## src/rtl/chan_fifo_pkg.sv

```systemverilog
// Shared width helpers for the channel FIFO slice.
package chan_fifo_pkg;

    // Pointer width for a FIFO addressed with aw bits: one extra wrap bit
    // distinguishes "all slots unread" from "nothing unread".
    function automatic int unsigned ptr_width(input int unsigned aw);
        return aw + 1;
    endfunction

    // Ceiling log2, for callers that size fields from a depth.
    function automatic int unsigned clog2(input int unsigned value);
        int unsigned result;
        result = 0;
        while ((32'd1 << result) < value) begin
            result = result + 1;
        end
        return result;
    endfunction

endpackage

```

## src/rtl/d_p_ram.sv

```systemverilog
// Simple dual-port RAM: one synchronous write port and one read port whose
// output is registered (one cycle of read latency). Contents are not reset.
module d_p_ram #(
    parameter int ADDR_WIDTH = 3,
    parameter int DATA_WIDTH = 32,
    parameter int DEPTH      = 1 << ADDR_WIDTH
) (
    input  logic                  clk_i,
    input  logic                  write_en_i,
    input  logic [ADDR_WIDTH-1:0] write_addr_i,
    input  logic [DATA_WIDTH-1:0] write_data_i,
    input  logic [ADDR_WIDTH-1:0] read_addr_i,
    output logic [DATA_WIDTH-1:0] output_data_o
);

    logic [DATA_WIDTH-1:0] mem_q [DEPTH];

    // Write the addressed word and register the read word every cycle.
    always_ff @(posedge clk_i) begin
        if (write_en_i) begin
            mem_q[write_addr_i] <= write_data_i;
        end
        output_data_o <= mem_q[read_addr_i];
    end

endmodule

```

## src/rtl/chan_fifo.sv

```systemverilog
// Channel FIFO controller around a registered-output dual-port RAM.
// The head word is held in the RAM output register itself: while the head is
// not consumed the controller keeps re-reading the head slot, so out_data is
// stable; when it is consumed the next unread slot is fetched in the same
// cycle, giving back-to-back pops with no bubbles.
//
// Handshakes: a transfer happens on a rising clk edge where valid and ready
// are both high; valid never depends on ready, and once out_valid is high it
// stays high with out_data unchanged until the transfer takes place.
module chan_fifo
    import chan_fifo_pkg::*;
#(
    parameter int ADDR_WIDTH = 3,
    parameter int DATA_WIDTH = 32,
    parameter int DEPTH      = 1 << ADDR_WIDTH
) (
    input  logic                  clk,
    input  logic                  rst_n,
    input  logic                  in_valid,
    output logic                  in_ready,
    input  logic [DATA_WIDTH-1:0] in_data,
    output logic                  out_valid,
    input  logic                  out_ready,
    output logic [DATA_WIDTH-1:0] out_data,
    output logic [ADDR_WIDTH:0]   count
);

    localparam int unsigned PW = ptr_width(ADDR_WIDTH);

    logic [PW-1:0]         wr_ptr_q, wr_ptr_d;
    logic [PW-1:0]         rd_ptr_q, rd_ptr_d;
    logic [PW-1:0]         count_q, count_d;
    logic                  out_valid_q, out_valid_d;

    logic                  push;
    logic                  pop;
    logic                  unread;
    logic                  issue;
    logic [ADDR_WIDTH-1:0] write_addr;
    logic [ADDR_WIDTH-1:0] read_addr;

    // The head slot stays inside count until popped, so a full count also
    // protects the slot currently shown on out_data from being overwritten.
    assign in_ready  = (count_q != PW'(DEPTH));
    assign out_valid = out_valid_q;
    assign count     = count_q;

    assign push       = in_valid && in_ready;
    assign pop        = out_valid_q && out_ready;
    assign unread     = (wr_ptr_q != rd_ptr_q);
    assign issue      = unread && (!out_valid_q || out_ready);
    assign write_addr = wr_ptr_q[ADDR_WIDTH-1:0];

    // Fetch the next unread slot when the head is free, else re-read the head.
    always_comb begin
        read_addr = rd_ptr_q[ADDR_WIDTH-1:0] - ADDR_WIDTH'(1);
        if (issue) begin
            read_addr = rd_ptr_q[ADDR_WIDTH-1:0];
        end
    end

    // Next-state for pointers, occupancy and head validity.
    always_comb begin
        wr_ptr_d    = wr_ptr_q + PW'(push);
        rd_ptr_d    = rd_ptr_q + PW'(issue);
        count_d     = count_q + PW'(push) - PW'(pop);
        out_valid_d = out_valid_q;
        if (issue) begin
            out_valid_d = 1'b1;
        end else if (pop) begin
            out_valid_d = 1'b0;
        end
    end

    // Control state; reset drops every stored word and any in-flight read.
    always_ff @(posedge clk or negedge rst_n) begin
        if (!rst_n) begin
            wr_ptr_q    <= '0;
            rd_ptr_q    <= '0;
            count_q     <= '0;
            out_valid_q <= 1'b0;
        end else begin
            wr_ptr_q    <= wr_ptr_d;
            rd_ptr_q    <= rd_ptr_d;
            count_q     <= count_d;
            out_valid_q <= out_valid_d;
        end
    end

    d_p_ram #(
        .ADDR_WIDTH (ADDR_WIDTH),
        .DATA_WIDTH (DATA_WIDTH),
        .DEPTH      (DEPTH)
    ) u_ram (
        .clk_i         (clk),
        .write_en_i    (push),
        .write_addr_i  (write_addr),
        .write_data_i  (in_data),
        .read_addr_i   (read_addr),
        .output_data_o (out_data)
    );

endmodule

```

## config.mk

```make
export PLATFORM = sky130hd
export DESIGN_NAME = chan_fifo
export DESIGN_NICKNAME = d
export VERILOG_FILES = /design/src/rtl/chan_fifo_pkg.sv /design/src/rtl/d_p_ram.sv /design/src/rtl/chan_fifo.sv
export SDC_FILE = /design/constraint.sdc
export NUM_CORES = 1
export LEC_CHECK = 0
export ABC_CLOCK_PERIOD_IN_PS = 3800
export CAP_MARGIN = 20
export CORE_UTILIZATION = 50
export CTS_CLUSTER_SIZE = 20
export DETAILED_ROUTE_END_ITERATION = 10
export PLACE_DENSITY = 0.72
export REMOVE_ABC_BUFFERS = 1
export SYNTH_ARGS = -nofsm -noshare
export SYNTH_HDL_FRONTEND = slang
export SYNTH_SLANG_ARGS = --single-unit
```

## constraint.sdc

```tcl
create_clock -name clk -period 3.8 [get_ports clk]
set_input_delay 0.76 -clock clk [delete_from_list [all_inputs] [get_ports clk]]
set_output_delay 0.76 -clock clk [all_outputs]
set_load 0.01 [all_outputs]
```

==> results of run 1 <==
## worst min-delay path by stage
stage / to / slack, ns / cells after the start / from
after floorplan: count[0]$_DFF_PN0_ / 0.46 / 0 / rst_n
after global placement: rd_ptr_q[3]$_DFF_PN0_ / 0.48 / 1 / rd_ptr_q[3]$_DFF_PN0_
after detailed placement: wr_ptr_q[3]$_DFF_PN0_ / 0.48 / 1 / wr_ptr_q[3]$_DFF_PN0_
after CTS: wr_ptr_q[3]$_DFF_PN0_ / 0.50 / 1 / wr_ptr_q[3]$_DFF_PN0_
after global routing: wr_ptr_q[3]$_DFF_PN0_ / 0.52 / 1 / wr_ptr_q[3]$_DFF_PN0_
final: wr_ptr_q[3]$_DFF_PN0_ / 0.49 / 1 / wr_ptr_q[3]$_DFF_PN0_
## cells by family (layout without fill, tap and decap cells)
family	after synthesis	count (layout)	share of synthesized area
AO/OA/AOI/OAI	4	4	0.00525
XOR/XNOR	10	10	0.00832
adder cells (fa/ha/maj)	11	11	0.0127
buffers and inverters	27	154	0.0152
flip-flops	301	301	0.757
multiplexers	97	97	0.190
AND/OR/NAND/NOR	24	24	0.0116
## per-layer routing
layer	part of all wire	wire length [um]
met1	0.42	8540
met2	0.51	10400
met3	0.039	778
met4	0.022	444
met5	0	0
## cell usage in the layout, fill, tap and decap left out, types with 2 or more instances in the layout
cell type        Yosys  final
buf_12               0      3
buf_4                0     14
bufinv_16            0      3
clkbuf_1             3      9
clkbuf_16            0     29
clkbuf_8             0      3
clkdlybuf4s50_1      0     73
clkinv_1             0      6
clkinv_2             0      2
dfrtp_1             13     13
dfxtp_1             32     32
edfxtp_1           256    256
ha_1                10      9
inv_1               10     10
mux2_2               2      2
mux2_4              31     31
mux4_1              64     64
nand2_1              5      5
nand2b_1             5      5
nand3_1              3      3
nor2_4               0      6
nor3_2               0      2
xnor2_1              4      4
xor2_1               5      5
## registers in the layout, summed over array words and instances, names as in the netlist
register             cells
count                    4
out_valid                1
rd_ptr_q                 4
u_ram.mem_q            256
u_ram.output_data_o     32
wr_ptr_q                 4
## report_power, final
group | leakage [nW] | total, mW | internal (mW) | switching [mW]
registers | 2.74 | 4.54 | 4.31 | 0.231
logic | 1.57 | 4.47 | 2.57 | 1.90
clock network | 0.454 | 2.80 | 1.66 | 1.14
## stage by stage
step | util | worst slack, ns
6_report | 0.613 | 0.751
5_1_grt | 0.613 | 0.657
4_1_cts | 0.613 | 0.736
3_5_place_dp | 0.571 | 0.424
3_3_place_gp | 0.571 | 0.465
2_1_floorplan | - | -0.270
## layout make-up
| class | instances | area, sq um | share of cell area |
|---|---|---|---|
| flip-flops and latches | 301 | 8650 | 0.639 |
| clock buffers | 41 | 801 | 0.0591 |
| inverters | 10 | 37.5 | 0.00277 |
| repair buffers | 90 | 896 | 0.0661 |
| clock inverters | 13 | 139 | 0.0103 |
| multi-input cells | 146 | 2670 | 0.197 |
| well taps | 280 | 350 | 0.0259 |
==> metrics.md, run 1 <==
| Metric | Value |
|---|---|
| Clk slew on worst S/H paths | `0.06 ns` |
| Die area | `23500 sq um` |
| Cell Area, Synth | `11400 sq um` |
| Routability cong. | `0.692` |
| Pre-Repair DR Iteration Count | `4` |
| Fin nets | `625` |
| Initial antenna violation count | `0` |
| CP peak stage delay | `0.58 ns` |
| Non-filler instance count after layout | `881` |
| CTS Root Cell | `clkbuf_16` |
| Largest net degree at the start of global routing | `37` |
| Period minus WS final | `3.05 ns` |
| Final ANT Viol Nets | `0` |
| Buf/Inv on CP | `1` |
| Num ports | `74` |
| Asr flop ratio synth | `0.0432` |
| Slowest-stage cell, CP | `mux4_1` |
| CTS Buf Count | `29` |
| Crit-path leading delay family | `multiplexers` |
| Critical path destination | `u_ram.output_data_o[4]$_DFF_P_` |
| WP data required | `4.23 ns` |
| Site row count | `54` |
| Crit-path max FO | `27` |
| RR Startpoint | `wr_ptr_q[1]$_DFF_PN0_` |
| Layout Area Growth over Synthesis | `18.5%` |
| GR Util met2 | `0.303` |
| Design area | `13500 sq um` |
| WP data arrival | `3.48 ns` |
| Reg2Reg Capture Point | `u_ram.output_data_o[4]$_DFF_P_` |
| Synth top area cells | `edfxtp_1 67%, mux4_1 15%, dfxtp_1 5.6%` |
| Drt via density | `5.62` |
| Critical-path cell list | `xor2_2 > o41a_4 > ha_4 > buf_12 > mux4_1 > mux2_4` |
| Final Cycle Share | `0.802` |
| Max IR drop VDD | `0.000516 V` |
| Flop-to-flop setup slack | `0.75 ns` |
| Overall power | `11.8 mW` |
| Slew at the pin closest to its max-slew limit | `0.753 ns` |
| Register bit total from synthesis | `301` |
| GR peak layer | `met2` |
| Iter 0 DRT Violations | `258` |
| Register area share after synthesis | `0.757` |
| YS warnings | `0` |
| Leakage | `4.76 nW` |
| Post-CTS Resized | `0` |
| WS Path Type | `register to register` |
| Clock Skews | `0.00843 ns` |
| Die Height | `153 um` |
| F_max | `328 MHz` |
| Port bufs | `73` |
| Clk sinks | `301` |
| Min-delay worst type | `register to register` |
| GR Util All Layers | `0.176` |
| Hold buffers post-CTS | `0` |
| Placed inst area | `12600 sq um` |
| GR Util met1 | `0.236` |
| Top-area cell type share of the netlist area | `0.673` |
| DR vias | `4947` |
| CP startpoint kind | `register` |
| Core ar. | `22100 sq um` |
| Crit path launch | `wr_ptr_q[1]$_DFF_PN0_` |
| Final setup violation count | `0` |
| Total gr overflow | `0` |
| Post-synth EDFFs | `256` |
| Status | `finished clean` |
| Starting Density | `0.517` |
| Post-synth top cells | `256 x edfxtp_1, 64 x mux4_1, 32 x dfxtp_1` |
| Final hold vios | `0` |
| Pwr Density | `873 nW/um^2` |
| Critical path depth | `6` |
| Share of cells above drive strength 1 | `0.170` |
| DP Wirelength | `11300 um` |
| Vias in the first global route | `5252` |
| Main synth FF type | `edfxtp_1` |
| Max_cap viols | `0` |
| First-pass GRT wire length | `31000 um` |
| Nature of the critical path endpoint | `register` |
| RSZ-0062 raised after global routing | `no` |
| Die extent in x | `153 um` |
| Layout fillers | `1490` |
| Leading area contributor after synthesis | `edfxtp_1` |
| Worst reg-to-reg path cell count | `6` |
| Netlist cell types | `28` |
| DRC | `0` |
| Worst-skew pair later-pin latency | `0.54 ns` |
| Pins over their slew limit | `0` |
| Most frequent cell after synthesis | `edfxtp_1` |
| Antenna cells | `0` |
| Max_slew headroom | `0.498` |
| Fin Setup TNS | `0 ns` |
| Syn Area/Cell | `24.1 sq um` |
| Final WL | `20100 um` |
| H-tree depth | `1` |
| Met3 Usage GRT | `0.0301` |
| Clock buffer depth | `3` |
| Setup Fix Bufs, Post-CTS | `0` |
| Placed cells | `827` |
| Syn Inst Count | `474` |
| Mean routed wirelength per cell | `22.9 um` |
| CTS tree | `built` |
| Hold slack | `0.490 ns` |
Note: power is estimated with default switching activity, not from simulation.
==> run 2: changes to the inputs <==
- ABC_CLOCK_PERIOD_IN_PS: 3800 -> 3100
- clock period: 3.8 -> 3.1 ns (I/O delays scaled with it)
==> run 2 against run 1 <==
Clock skew increased by 0.0045 ns. Critical path type unchanged. Die area is the same. Critical endpoint is now u_ram.output_data_o[26]$_DFF_P_. Routed wire length decreased by 3.1%. Cell count rose by 1.1%. Worst setup slack lost 0.49 ns. Sequential share of layout area fell by 0.42 points.
==> metrics.md, run 2 (same netlist as run 1, synthesis figures left out) <==
| Metric | Value |
|---|---|
| Status | `finished clean` |
| Min-delay worst type | `input port to async pin` |
| Setup Fix Bufs, Post-CTS | `0` |
| Overall power | `14.5 mW` |
| Fin nets | `633` |
| Hold slack | `0.452 ns` |
| Clk sinks | `301` |
| Layout Area Growth over Synthesis | `19.3%` |
| Core ar. | `22100 sq um` |
| Clk pwr share | `0.227` |
| CTS Root Cell | `clkbuf_16` |
| Vias in the first global route | `5291` |
| Max_cap viols | `0` |
| Port bufs | `73` |
| Hold buffers post-CTS | `0` |
| Max reg flops | `256` |
| Pre-Repair DR Iteration Count | `4` |
| Initial antenna violation count | `1` |
| RSZ-0062 raised after global routing | `no` |
| WS Path Type | `register to register` |
| Clock buffer depth | `3` |
| Most frequent cells in the layout | `256 x edfxtp_1, 73 x clkdlybuf4s50_1, 64 x mux4_1, 32 x dfxtp_1` |
| Net Sw Power | `4.04 mW` |
| Die extent in x | `153 um` |
| Placed cells | `834` |
| CTS tree | `built` |
| Max_slew headroom | `0.490` |
| Sw frac | `0.278` |
| F_max | `353 MHz` |
| Largest net degree at the start of global routing | `41` |
| Clk slew on worst S/H paths | `0.06 ns` |
| Final WL | `19500 um` |
| Worst-skew pair later-pin latency | `0.54 ns` |
| Nature of the critical path endpoint | `register` |
| First-pass GRT wire length | `30500 um` |
| Routability cong. | `0.711` |
| Num ports | `74` |
| CTS Buf Count | `30` |
| H-tree depth | `1` |
| WP data arrival | `3.26 ns` |
| GR Util All Layers | `0.174` |
| Final setup violation count | `0` |
| Share of cells above drive strength 1 | `0.182` |
| Site row count | `54` |
| DR vias | `4891` |
| Gate power share | `0.391` |
| Drt via density | `5.49` |
| Final hold vios | `0` |
| Pins over their slew limit | `0` |
| Top flop regs | `u_ram.mem_q x256, u_ram.output_data_o x32` |
| Iter 0 DRT Violations | `196` |
| Die Height | `153 um` |
| Most flops, register | `u_ram.mem_q` |
| Leakage | `4.82 nW` |
| Mean routed wirelength per cell | `21.9 um` |
| WP data required | `3.52 ns` |
| Post-CTS Resized | `0` |
| Non-filler instance count after layout | `891` |
| Final ANT Viol Nets | `0` |
| Slew at the pin closest to its max-slew limit | `0.764 ns` |
| Total gr overflow | `0` |
| Period minus WS final | `2.84 ns` |
| Crit-path max FO | `20` |
| Final Cycle Share | `0.915` |
| Starting Density | `0.517` |
| Commonest non-fill, non-tap cell in the layout | `edfxtp_1` |
| Max IR drop VDD | `0.000553 V` |
| Layout fillers | `1487` |
| Pwr Density | `1070 nW/um^2` |
| DRC | `0` |
| Seq pwr share | `0.382` |
| Die area | `23500 sq um` |
| Clock Skews | `0.0129 ns` |
| Final Core Density | `0.617` |
| Internal power | `10.5 mW` |
| DP Wirelength | `11200 um` |
| CP startpoint kind | `register` |
-- run 2: final cells by class --
| cell class | count | area [sq um] | share of cell area |
|---|---|---|---|
| flip-flops and latches | 301 | 8650 | 0.635 |
| multi-input cells | 146 | 2670 | 0.196 |
| repair buffers | 97 | 1010 | 0.0741 |
| clock buffers | 44 | 855 | 0.0627 |
| well taps | 280 | 350 | 0.0257 |
| clock inverters | 12 | 57.6 | 0.00422 |
| inverters | 10 | 37.5 | 0.00275 |
| diodes | 1 | 2.50 | 0.000184 |
-- run 2: power by group through the flow --
stage	Clock (mW)	Sequential, mW	Combinational, mW
6_report	3.30	5.55	5.69
5_1_grt	3.55	5.63	6.07
4_1_cts	3.40	5.57	5.80
3_5_place_dp	0	5.64	5.78
3_3_place_gp	0	5.61	5.64
2_1_floorplan	0	5.71	3.70
-- run 2: worst paths after layout --
path	startpoint	end	slack, ns	depth (start not counted)
max in group asynchronous	rst_n	rd_ptr_q[0]$_DFF_PN0_	2.25	1
hold / removal	rst_n	out_valid$_DFFE_PN0P_	0.45	1
setup / recovery	rd_ptr_q[1]$_DFF_PN0_	u_ram.output_data_o[26]$_DFF_P_	0.26	6
hold reg to reg	rd_ptr_q[3]$_DFF_PN0_	rd_ptr_q[3]$_DFF_PN0_	0.49	1
setup reg to reg	rd_ptr_q[1]$_DFF_PN0_	u_ram.output_data_o[26]$_DFF_P_	0.26	6
min in group clk	rd_ptr_q[3]$_DFF_PN0_	rd_ptr_q[3]$_DFF_PN0_	0.49	1
-- run 2: worst max-delay path: stages, from the launching register on --
cell and delay, ns:
dfrtp_1 0.43, xor2_2 0.22, o41a_4 0.54, ha_4 0.43
buf_12 0.23, mux4_1 0.57, mux2_4 0.28
-- run 2: stage by stage --
| stage | TNS [ns] | area (sq um) | setup WS, ns |
|---|---|---|---|
| 2_1_floorplan | -70.18 | 11300 | -0.970 |
| 3_3_place_gp | 0 | 12700 | 0.0997 |
| 3_5_place_dp | 0 | 12700 | 0.0618 |
| 4_1_cts | 0 | 13600 | 0.264 |
| 5_1_grt | 0 | 13600 | 0.203 |
| 6_report | 0 | 13600 | 0.264 |
-- run 2: metal layers --
| metal | part of all wire | up-vias | GRT usage |
|---|---|---|---|
| li1 | - | 2235 | - |
| met1 | 0.41 | 2538 | 0.215 |
| met2 | 0.54 | 89 | 0.316 |
| met3 | 0.031 | 29 | 0.0269 |
| met4 | 0.019 | 0 | 0.0519 |
| met5 | 0 | - | 0 |
